$ cat src/rtl/hpdcache_mem_read_arbiter_if.sv
// Shared types and handshake bundle for the HPDcache memory read arbiter.
// Latency: none (wires only).
// Backpressure: carried by the valid/ready pairs inside the bundle.
//
// Ports (signals of the bundle):
//   req_valid_i/req_ready_o/req_i        per-requester read requests
//   mem_req_valid_o/mem_req_ready_i/mem_req_o     shared request to memory
//   mem_resp_valid_i/mem_resp_ready_o/mem_resp_i  shared response from memory
//   resp_valid_o/resp_ready_i/resp_o     per-requester responses
// Modport master is the arbiter's view; slave is the view of the
// requesters plus the memory side.
package hpdcache_mem_read_arbiter_pkg;
    localparam int unsigned MEM_ID_W = 4;

    typedef struct packed {
        logic [31:0]         mem_req_addr;
        logic [7:0]          mem_req_len;
        logic [2:0]          mem_req_size;
        logic [MEM_ID_W-1:0] mem_req_id;
    } hpdcache_mem_req_t;

    typedef struct packed {
        logic [1:0]          mem_resp_r_error;
        logic [MEM_ID_W-1:0] mem_resp_r_id;
        logic [31:0]         mem_resp_r_data;
        logic                mem_resp_r_last;
    } hpdcache_mem_resp_r_t;
endpackage

interface hpdcache_mem_read_arbiter_if
    import hpdcache_mem_read_arbiter_pkg::*;
#(
    parameter int unsigned N_REQ = 4
);
    logic [N_REQ-1:0]                        req_valid_i;
    logic [N_REQ-1:0]                        req_ready_o;
    hpdcache_mem_req_t [N_REQ-1:0]           req_i;
    logic                                    mem_req_valid_o;
    logic                                    mem_req_ready_i;
    hpdcache_mem_req_t                       mem_req_o;
    logic                                    mem_resp_valid_i;
    logic                                    mem_resp_ready_o;
    hpdcache_mem_resp_r_t                    mem_resp_i;
    logic [N_REQ-1:0]                        resp_valid_o;
    logic [N_REQ-1:0]                        resp_ready_i;
    hpdcache_mem_resp_r_t [N_REQ-1:0]        resp_o;

    modport master (
        input  req_valid_i, req_i, mem_req_ready_i,
               mem_resp_valid_i, mem_resp_i, resp_ready_i,
        output req_ready_o, mem_req_valid_o, mem_req_o,
               mem_resp_ready_o, resp_valid_o, resp_o
    );

    modport slave (
        output req_valid_i, req_i, mem_req_ready_i,
               mem_resp_valid_i, mem_resp_i, resp_ready_i,
        input  req_ready_o, mem_req_valid_o, mem_req_o,
               mem_resp_ready_o, resp_valid_o, resp_o
    );
endinterface

$ cat src/rtl/hpdcache_mem_read_arbiter.sv
// Round-robin arbiter of N_REQ read requesters onto one memory read port, with id-based response routing.
// Latency: zero-cycle request grant and response routing (combinational paths); only rr/lock/counter state is registered.
// Backpressure: grant is locked while mem_req_ready_i is low; response ready follows the addressed requester's resp_ready_i.
//
// Ports: clk_i (rising edge), rst_i (synchronous, active high),
//        bus (hpdcache_mem_read_arbiter_if.master) carrying all handshakes.
// Optional: define HPDCACHE_MEM_READ_ARB_OUTSTD_LIMIT_EN to cap in-flight
//           reads per requester at MAX_OUTSTD.
module hpdcache_mem_read_arbiter
    import hpdcache_mem_read_arbiter_pkg::*;
#(
    parameter int unsigned N_REQ      = 4,
    parameter int unsigned MAX_OUTSTD = 4
)(
    input  logic                        clk_i,
    input  logic                        rst_i,
    hpdcache_mem_read_arbiter_if.master bus
);
    localparam int unsigned IDX_W = $clog2(N_REQ);

    logic [IDX_W-1:0]     rr_ptr_q;
    logic [IDX_W-1:0]     lock_idx_q;
    logic                 lock_q;
    logic [IDX_W-1:0]     search_idx;
    logic                 found;
    logic [IDX_W-1:0]     winner;
    logic [N_REQ-1:0]     blocked;
    logic [N_REQ-1:0]     eligible;
    logic                 mem_req_valid;
    logic                 req_hs;
    logic [N_REQ-1:0]     req_ready;
    hpdcache_mem_req_t    mem_req_d;

    logic [IDX_W-1:0]     resp_idx;
    logic                 resp_in_range;
    logic [N_REQ-1:0]     resp_valid;
    logic                 mem_resp_ready;
    hpdcache_mem_resp_r_t resp_clean;

    assign eligible = bus.req_valid_i & ~blocked;

    // First eligible requester at or after rr_ptr, wrapping around.
    always_comb begin
        int unsigned cand;
        cand       = 0;
        search_idx = rr_ptr_q;
        found      = 1'b0;
        for (int off = 0; off < N_REQ; off++) begin
            cand = (int'(rr_ptr_q) + off) % N_REQ;
            if (!found && eligible[cand[IDX_W-1:0]]) begin
                search_idx = cand[IDX_W-1:0];
                found      = 1'b1;
            end
        end
    end

    // A stalled request keeps its winner even if it later becomes blocked.
    assign winner        = lock_q ? lock_idx_q : search_idx;
    assign mem_req_valid = !rst_i && (lock_q || found);
    assign req_hs        = mem_req_valid && bus.mem_req_ready_i;

    always_comb begin
        req_ready = '0;
        if (req_hs) begin
            req_ready[winner] = 1'b1;
        end
        mem_req_d = bus.req_i[winner];
        mem_req_d.mem_req_id[MEM_ID_W-1 -: IDX_W] = winner;
    end

    assign bus.mem_req_valid_o = mem_req_valid;
    assign bus.mem_req_o       = mem_req_d;
    assign bus.req_ready_o     = req_ready;

    always_ff @(posedge clk_i) begin
        if (rst_i) begin
            rr_ptr_q   <= '0;
            lock_q     <= 1'b0;
            lock_idx_q <= '0;
        end else if (req_hs) begin
            lock_q   <= 1'b0;
            rr_ptr_q <= (winner == IDX_W'(N_REQ - 1)) ? '0 : winner + IDX_W'(1);
        end else if (mem_req_valid) begin
            lock_q     <= 1'b1;
            lock_idx_q <= winner;
        end
    end

    // Response side: the requester index rides in the top id bits.
    assign resp_idx      = bus.mem_resp_i.mem_resp_r_id[MEM_ID_W-1 -: IDX_W];
    assign resp_in_range = ({1'b0, resp_idx} < (IDX_W + 1)'(N_REQ));

    always_comb begin
        resp_valid     = '0;
        mem_resp_ready = 1'b0;
        resp_clean     = bus.mem_resp_i;
        resp_clean.mem_resp_r_id[MEM_ID_W-1 -: IDX_W] = '0;
        if (!rst_i) begin
            if (resp_in_range) begin
                resp_valid[resp_idx] = bus.mem_resp_valid_i;
                mem_resp_ready       = bus.resp_ready_i[resp_idx];
            end else begin
                // Ids that map to no requester are swallowed.
                mem_resp_ready = 1'b1;
            end
        end
    end

    assign bus.resp_valid_o     = resp_valid;
    assign bus.mem_resp_ready_o = mem_resp_ready;
    assign bus.resp_o           = {N_REQ{resp_clean}};

`ifdef HPDCACHE_MEM_READ_ARB_OUTSTD_LIMIT_EN
    localparam int unsigned CNT_W = $clog2(MAX_OUTSTD + 1);

    logic [N_REQ-1:0][CNT_W-1:0] cnt_q;
    logic [N_REQ-1:0]            cnt_inc;
    logic [N_REQ-1:0]            cnt_dec;
    logic                        resp_last_hs;

    assign resp_last_hs = bus.mem_resp_valid_i && mem_resp_ready &&
                          bus.mem_resp_i.mem_resp_r_last && resp_in_range;

    always_comb begin
        cnt_inc = '0;
        cnt_dec = '0;
        blocked = '0;
        for (int i = 0; i < N_REQ; i++) begin
            cnt_inc[i] = req_hs && (winner == IDX_W'(i));
            cnt_dec[i] = resp_last_hs && (resp_idx == IDX_W'(i));
            blocked[i] = (cnt_q[i] == CNT_W'(MAX_OUTSTD));
        end
    end

    // Simultaneous issue and completion cancel out; a stray completion at zero is ignored.
    always_ff @(posedge clk_i) begin
        if (rst_i) begin
            cnt_q <= '0;
        end else begin
            for (int i = 0; i < N_REQ; i++) begin
                if (cnt_inc[i] && !cnt_dec[i]) begin
                    cnt_q[i] <= cnt_q[i] + CNT_W'(1);
                end else if (!cnt_inc[i] && cnt_dec[i] && (cnt_q[i] != '0)) begin
                    cnt_q[i] <= cnt_q[i] - CNT_W'(1);
                end
            end
        end
    end
`else
    assign blocked = '0;
`endif

endmodule

$ cat src/flat_wrapper.sv
// flat-port wrapper written by rule: the top's interface ports become plain ports
module hpdcache_mem_read_arbiter_flat import hpdcache_mem_read_arbiter_pkg::*;
#(
    parameter int unsigned N_REQ      = 4,
    parameter int unsigned MAX_OUTSTD = 4
)
  (clk_i, rst_i, bus_req_valid_i, bus_req_i, bus_mem_req_ready_i, bus_mem_resp_valid_i, bus_mem_resp_i, bus_resp_ready_i, bus_req_ready_o, bus_mem_req_valid_o, bus_mem_req_o, bus_mem_resp_ready_o, bus_resp_valid_o, bus_resp_o);
  hpdcache_mem_read_arbiter_if #(.N_REQ(N_REQ)) bus_i ();
  input  logic clk_i;
  input  logic rst_i;
  input wire logic [$bits(bus_i.req_valid_i)-1:0] bus_req_valid_i;
  input wire logic [$bits(bus_i.req_i)-1:0] bus_req_i;
  input wire logic [$bits(bus_i.mem_req_ready_i)-1:0] bus_mem_req_ready_i;
  input wire logic [$bits(bus_i.mem_resp_valid_i)-1:0] bus_mem_resp_valid_i;
  input wire logic [$bits(bus_i.mem_resp_i)-1:0] bus_mem_resp_i;
  input wire logic [$bits(bus_i.resp_ready_i)-1:0] bus_resp_ready_i;
  output wire logic [$bits(bus_i.req_ready_o)-1:0] bus_req_ready_o;
  output wire logic [$bits(bus_i.mem_req_valid_o)-1:0] bus_mem_req_valid_o;
  output wire logic [$bits(bus_i.mem_req_o)-1:0] bus_mem_req_o;
  output wire logic [$bits(bus_i.mem_resp_ready_o)-1:0] bus_mem_resp_ready_o;
  output wire logic [$bits(bus_i.resp_valid_o)-1:0] bus_resp_valid_o;
  output wire logic [$bits(bus_i.resp_o)-1:0] bus_resp_o;
  assign bus_i.req_valid_i = bus_req_valid_i;
  assign bus_i.req_i = bus_req_i;
  assign bus_i.mem_req_ready_i = bus_mem_req_ready_i;
  assign bus_i.mem_resp_valid_i = bus_mem_resp_valid_i;
  assign bus_i.mem_resp_i = bus_mem_resp_i;
  assign bus_i.resp_ready_i = bus_resp_ready_i;
  assign bus_req_ready_o = bus_i.req_ready_o;
  assign bus_mem_req_valid_o = bus_i.mem_req_valid_o;
  assign bus_mem_req_o = bus_i.mem_req_o;
  assign bus_mem_resp_ready_o = bus_i.mem_resp_ready_o;
  assign bus_resp_valid_o = bus_i.resp_valid_o;
  assign bus_resp_o = bus_i.resp_o;
  hpdcache_mem_read_arbiter #(.N_REQ(N_REQ), .MAX_OUTSTD(MAX_OUTSTD)) u_core (.clk_i(clk_i), .rst_i(rst_i), .bus(bus_i));
endmodule
$ cat config.mk
export PLATFORM = sky130hd
export DESIGN_NAME = hpdcache_mem_read_arbiter_flat
export DESIGN_NICKNAME = d
export VERILOG_FILES = /design/src/rtl/hpdcache_mem_read_arbiter_if.sv /design/src/rtl/hpdcache_mem_read_arbiter.sv /design/src/flat_wrapper.sv
export SDC_FILE = /design/constraint.sdc
export NUM_CORES = 1
export LEC_CHECK = 0
export ABC_AREA = 1
export CORE_AREA = 2 2 174 176
export CTS_CLUSTER_DIAMETER = 60
export DETAILED_ROUTE_END_ITERATION = 12
export DIE_AREA = 0 0 176 178
export HOLD_SLACK_MARGIN = 0.05
export PLACE_DENSITY = 0.4
export RECOVER_POWER = 25
export SETUP_SLACK_MARGIN = 0.15
export SLEW_MARGIN = 5
export SYNTH_ARGS = -nofsm -noshare
export SYNTH_HDL_FRONTEND = slang
export SYNTH_SLANG_ARGS = --single-unit
$ cat constraint.sdc
create_clock -name clk_i -period 2.1 [get_ports clk_i]
set_input_delay 0.315 -clock clk_i [delete_from_list [all_inputs] [get_ports clk_i]]
set_output_delay 0.315 -clock clk_i [all_outputs]
set_load 0.02 [all_outputs]
==> impl_results.md, run 1 <==
* H-tree levels at 1
* CP Max Fanout at 26
* Worst Hold Class: reg2reg
* Final core utilization at 21.0%
* Pwr Total at 5.19 mW
* Vias at 4147
* CTS Hold Bufs at 0
* Fin. Hold Viols at 0
* Element type at the critical path end: output pin
* Routability Congestion at 0.757
* Worst setup margin at -0.524 ns
* Post-DRT Antenna Nets at 0
* Netlist cell types at 24
* Starting Density at 11.3%
* Post-layout min period at 2.62 ns
* Die W at 176 um
* First-pass GRT wire length at 23900 um
* Number of global-route vias before repair at 4059
* CP Class: reg2out
* CTS root buf: clkbuf_16
* Inserted Diodes at 0
* Dpl hpwl at 11700 um
* Synthesized cell area at 3310 sq um
* Critical Path RT at 1.78 ns
* Clock skew at 0.00200 ns
* Pre-CTS WS at -1.21 ns
* Fin nets at 924
* Fin crit share at 125%
* Fin. max-slew vios at 0
* Residual DRC at 0
* Die area at 31300 sq um
* PD cells at 842 nW/um^2
* Chip height at 178 um
* Setup violations, final at 54
* Failing checks: negative setup slack
* Clock transition at the registers of the reported paths at 0.03 ns
* Synthesized flop and latch total at 5
* Area growth syn-to-layout at 86.4%
* Fmax at 381 MHz
* Setup crit start kind: flip-flop
* IR drop worst, VDD at 0.270 mV
* Sequential area share after synthesis at 3.03%
* Max Buffers Root-to-Sink at 2
* Fill cells at 3296
* Routed wire length at 16600 um
* Largest net degree at the start of global routing at 41
* CTS tree: done
* Latest clock arrival within the worst-skew pair at 0.23 ns
* Antenna violations before repair at 0
* Leakage power at 2.46 nW
* Routed len/inst at 15.5 um
* Layout cells sized above 1 at 28.5%
* Synth warnings at 0
* RSZ-0062 raised after global routing: true
* Clock sinks at 5
* Number of violations reported at the end of detailed-routing iteration 0 at 118
* Ports at 452
* Rows at 63
* Max-Cap Viols at 0
* Grt ovf at 0
* DR vias/cell at 3.86
* CTS buffer count at 3
* Arrival @ worst endpoint at 2.31 ns
* Drt pass-1 iters at 4
* Gr usage total at 9.70%
* Outcome: finished with violations
* Post-Syn Area per Cell at 5.98 sq um
* IO Port Bufs at 250
* Cells after Synth at 553
* Core area at 29400 sq um
==> power by group <==
| part | switching (mW) | internal, mW | leakage, nW |
|---|---|---|---|
| registers | 0.0144 | 0.107 | 0.0426 |
| logic | 2.42 | 2.33 | 2.38 |
| clock network | 0.0623 | 0.252 | 0.0382 |
==> logic make-up after synthesis <==
logic type             Yosys count  synth area share, %
AO/OA/AOI/OAI                    8                 1.66
AND/OR/NAND/NOR                320                 48.3
buffers and inverters          219                 46.9
flip-flops                       5                 3.03
other                            1                0.113
==> flip-flops by register name, summed over array words and instances, names as in the netlist <==
name               flops
u_core.lock_q          1
u_core.lock_idx_q      2
u_core.rr_ptr_q        2
==> metrics by stage <==
step	hold WS, ns	setup TNS, ns	std cells	cell area, sq um
floorplan	0.377	0	560	3540
global placement	0.486	-55.26	1042	5420
detailed placement	0.484	-56.03	1042	5420
CTS	0.524	-25.04	1072	6010
global route	0.550	-32.22	1074	6170
finish	0.529	-23.34	1074	6170
==> layout by cell type (no fill, tap or decap), types with 3 or more instances in the layout <==
cell,count
inv_1,15
clkbuf_16,4
buf_16,10
buf_2,4
buf_12,14
buf_4,48
clkdlybuf4s50_1,189
nor2_2,4
buf_6,41
dfxtp_1,3
nand3_2,37
conb_1,8
a21oi_1,3
nor2_1,6
nand2_1,43
buf_8,4
nand3_1,161
nand4_1,47
dlygate4sd2_1,5
nand2_2,14
clkbuf_2,3
==> path summary, 6_finish.rpt <==
check                        from                    to  slack, ns  cells past startpoint
max            u_core.rr_ptr_q[0]     bus_mem_req_o[17]      -0.52                     17
min          u_core.lock_idx_q[1]  u_core.lock_idx_q[1]       0.53                      2
max reg2reg    u_core.rr_ptr_q[0]    u_core.rr_ptr_q[1]      -0.05                     18
min reg2reg  u_core.lock_idx_q[1]  u_core.lock_idx_q[1]       0.53                      2
==> layer usage <==
metal | GRT usage (%) | wire length, um | up-vias
met4 | 2.48 | 377 | 0
li1 | - | - | 2015
met2 | 16.6 | 7860 | 221
met5 | 0 | 0 | -
met1 | 12.0 | 6860 | 1866
met3 | 2.79 | 1520 | 45
==> synth_stat cells <==
master,number,area share [%]
nand3_1,199,30
buf_4,167,38
nand2_1,56,6.4
nand4_1,47,8.9
buf_2,17,2.6
inv_1,15,1.7
buf_6,11,3.7
nor2_1,9,1.0
dfxtp_1,5,3.0
inv_2,4,0.45
a21oi_1,3,0.45
clkbuf_1,3,0.34
nand2_2,3,0.57
buf_1,2,0.23
nor3_1,2,0.30
o21ai_0,2,0.30
a21oi_4,1,0.49
a22oi_1,1,0.23
a31oi_1,1,0.19
conb_1,1,0.11
nand3_2,1,0.30
nand3b_1,1,0.23
nor2_2,1,0.19
nor3_2,1,0.30
==> final cells by class <==
class,instances,area (sq um),share of cell area (%)
Inverter,19,105,1.70
Multi-Input combinational cell,336,1940,31.5
Tap cell,390,488,7.91
Clock buffer,4,78.8,1.28
Sequential cell,5,108,1.75
Timing Repair Buffer,320,3440,55.8
==> timing repair <==
action	4_1_cts	5_1_grt
setup buffers	16	1
setup endpoints to repair	61	60
resized for setup	326	47
pin swaps	25	27
endpoints found under the hold margin	0	0
gates cloned	10	1
==> worst max-delay path: stages, from the launching register on <==
cell and delay (ns):
dfxtp_4 0.39, buf_6 0.13, nand2_1 0.06, nand2_2 0.09, nand2_1 0.07, nand2_2 0.11
nand2_2 0.06, nand2_1 0.05, nand2_1 0.05, nand2_1 0.07, nand3_2 0.08, nand2_4 0.10
buf_12 0.14, clkinv_16 0.08, buf_12 0.17, nand3_2 0.08, nand4_1 0.13, buf_4 0.19
Note: power is estimated with default switching activity, not from simulation.
==> inputs of run 2 (changes only) <==
--- a/config.mk
+++ b/config.mk
@@ -6,12 +6,12 @@
 export NUM_CORES = 1
 export LEC_CHECK = 0
 export ABC_AREA = 1
-export CORE_AREA = 2 2 174 176
+export CORE_AREA = 5 5 172 174
 export CTS_CLUSTER_DIAMETER = 60
 export DETAILED_ROUTE_END_ITERATION = 12
-export DIE_AREA = 0 0 176 178
+export DIE_AREA = 0 0 177 179
 export HOLD_SLACK_MARGIN = 0.05
-export PLACE_DENSITY = 0.4
+export PLACE_DENSITY = 0.42
 export RECOVER_POWER = 25
 export SETUP_SLACK_MARGIN = 0.15
 export SLEW_MARGIN = 5
==> run 2 against run 1 <==
  * The flow still finishes with violations (negative setup slack)
  * Via count is 6.5% higher
  * Global-route usage rose by 1.7 points
  * Clock skew down 0.0017 ns
  * Worst setup slack worse by 0.077 ns
  * Flip-flop and latch count is the same
  * Count of clock-buffer cells in the layout is the same
  * Cell area up 16%
  * Register-to-register slack improved by 0.02 ns
==> impl_results.md, run 2 (synthesis gave the netlist of run 1 again) <==
* Outcome: finished with violations
* Failing checks: negative setup slack
* Dpl hpwl at 13400 um (+15%)
* H-tree levels at 1 (unchanged)
* Vias at 4415 (+6.5%)
* Element type at the critical path end: output pin
* CTS buffer count at 3 (unchanged)
* Ports at 452 (unchanged)
* IO Port Bufs at 250 (unchanged)
* RR Startpoint: u_core.rr_ptr_q[0]
* Largest regs: u_core.lock_idx_q: 2 flops, u_core.rr_ptr_q: 2 flops, u_core.lock_q: 1 flops
* Commonest non-fill, non-tap cell in the layout: clkdlybuf4s50_1
* Fin nets at 964 (+4.3%)
* Clock sinks at 5 (unchanged)
* IR drop worst, VDD at 0.338 mV (+25%)
* Chip height at 179 um (+0.56%)
* Placed Cells at 1033 (-0.86%)
* DR vias/cell at 4.01 (+3.8%)
* Area growth syn-to-layout at 117%
* Die area at 31700 sq um (+1.1%)
* Starting Density at 12.0% (+0.72 points)
* Antenna violations before repair at 1 (+1)
* Routability Congestion at 0.792 (+4.7%)
* Worst min-delay path startpoint: u_core.lock_idx_q[0]
* CTS root buf: clkbuf_16
* Critical Path RT at 1.78 ns (about the same)
* Max Buffers Root-to-Sink at 2 (unchanged)
* CP Max Fanout at 7 (-73%)
* CTS Hold Bufs at 0 (unchanged)
* First-pass GRT wire length at 27700 um (+16%)
* Inserted Diodes at 0 (unchanged)
* Setup violations, final at 52 (-3.7%)
* Routed wire length at 20800 um (+25%)
* Max-Cap Viols at 0 (unchanged)
* Post-layout min period at 2.70 ns (+0.0767 ns)
* FF-to-FF setup slack at -0.03 ns (+0.02 ns)
* Gr usage total at 11.4% (+1.7 points)
* Largest net degree at the start of global routing at 44 (+7.3%)
* CTS tree: done
* Core area at 27600 sq um (-6.0%)
* Rows at 61 (-3.2%)
* Final hold slack at 0.550 ns (+0.0209 ns)
* Leakage power at 2.90 nW (+18%)
* Placed Area at 5470 sq um (+0.95%)
* Fin. Hold Viols at 0 (unchanged)
* Arrival @ worst endpoint at 2.39 ns (+0.08 ns)
* Worst Hold Class: reg2reg
* CP Class: reg2out
* PD cells at 889 nW/um^2 (+5.6%)
* Layout cells sized above 1 at 40.6% (+12 points)
* Latest clock arrival within the worst-skew pair at 0.22 ns (about the same)
* Critical Path Start: u_core.rr_ptr_q[0]
* Post-route design area at 7180 sq um (+16%)
* Routed len/inst at 18.9 um (+22%)
* Grt ovf at 0 (unchanged)
* Setup crit start kind: flip-flop
* Drt pass-1 iters at 4 (unchanged)
* RSZ-0062 raised after global routing: true
* Worst setup margin at -0.601 ns (-0.0767 ns)
* Fin crit share at 129% (+3.7 points)
* Pwr Total at 6.39 mW (+23%)
* Fmax at 370 MHz (-2.8%)
* Die W at 177 um (+0.57%)
* Clock transition at the registers of the reported paths at 0.03 ns (about the same)
* Number of violations reported at the end of detailed-routing iteration 0 at 120 (+1.7%)
* Number of global-route vias before repair at 4622 (+14%)
* Final cell count without fillers at 1102 (+2.6%)
* Residual DRC at 0 (unchanged)
* Most frequent cells in the layout: clkdlybuf4s50_1 (189), nand3_1 (124), nand3_2 (72)
* Clock skew at 0.000275 ns (-0.00172 ns)
* Post-DRT Antenna Nets at 0 (unchanged)
* Fin. max-slew vios at 0 (unchanged)
[run 2: cell types whose count changed in the layout (fill, tap and decap cells not counted), moves of 9 or more]
cell	previous run	this run
nand2_4	2	13
buf_6	41	63
nand3_2	37	72
buf_12	14	23
nand3_1	161	124
nand2_1	43	26
[run 2: metal layers]
layer	wire (um)	share of wire, %	global-route usage [%]
met1	7960	38	13.4
met2	10400	50	19.9
met3	1810	8.7	3.25
met4	636	3.1	3.55
met5	13	0.062	0
[run 2: path summary, 6_finish.rpt]
path | to | depth (start not counted)
hold / removal | u_core.lock_idx_q[0] | 2
setup reg to reg | u_core.rr_ptr_q[1] | 17
hold reg to reg | u_core.lock_idx_q[0] | 2
setup / recovery | bus_mem_req_o[28] | 16
[run 2: worst max-delay path: stages, from the launching register on]
cell and delay, ns:
dfxtp_4 0.40, buf_8 0.15, nand2_4 0.05, nand2_4 0.07
nand2_2 0.07, nand2_2 0.08, nand4_1 0.12, nand2_1 0.11
nand3_2 0.08, nand2_4 0.12, buf_12 0.13, inv_16 0.05
buf_12 0.13, buf_4 0.12, nand3_1 0.07, nand4_1 0.18
buf_4 0.22
[run 2: through the flow]
| step | setup WS (ns) | setup TNS, ns | utilization, % |
|---|---|---|---|
| 2_1_floorplan | 0.0145 | 0 | - |
| 3_3_place_gp | -1.12 | -54.95 | 19.8 |
| 3_5_place_dp | -1.10 | -53.64 | 19.8 |
| 4_1_cts | -0.645 | -26.13 | 23.7 |
| 5_1_grt | -0.762 | -34.42 | 26.0 |
| 6_report | -0.601 | -25.09 | 26.0 |
[run 2: power by group]
group	internal [mW]	leakage [nW]	total (mW)	switching, mW
Sequential	0.107	0.0423	0.121	0.0145
Clock	0.251	0.0382	0.307	0.0556
Combinational	3.11	2.82	5.96	2.85
Total	3.46	2.90	6.39	2.92
[run 2: repair_timing]
| item | in CTS | in global routing |
|---|---|---|
| setup endpoints to repair | 61 | 58 |
| setup buffers | 35 | 10 |
| pin swaps | 24 | 55 |
| cloned | 14 | 6 |
| gates resized for setup | 366 | 102 |
[run 2: layout make-up]
cell class              instances  area, sq um
flip-flops and latches          5          105
inverters                      19         97.6
well taps                     378          473
repair buffers                360         4170
fillers                      3077        20400
multi-input cells             336         2260
clock buffers                   4         78.8
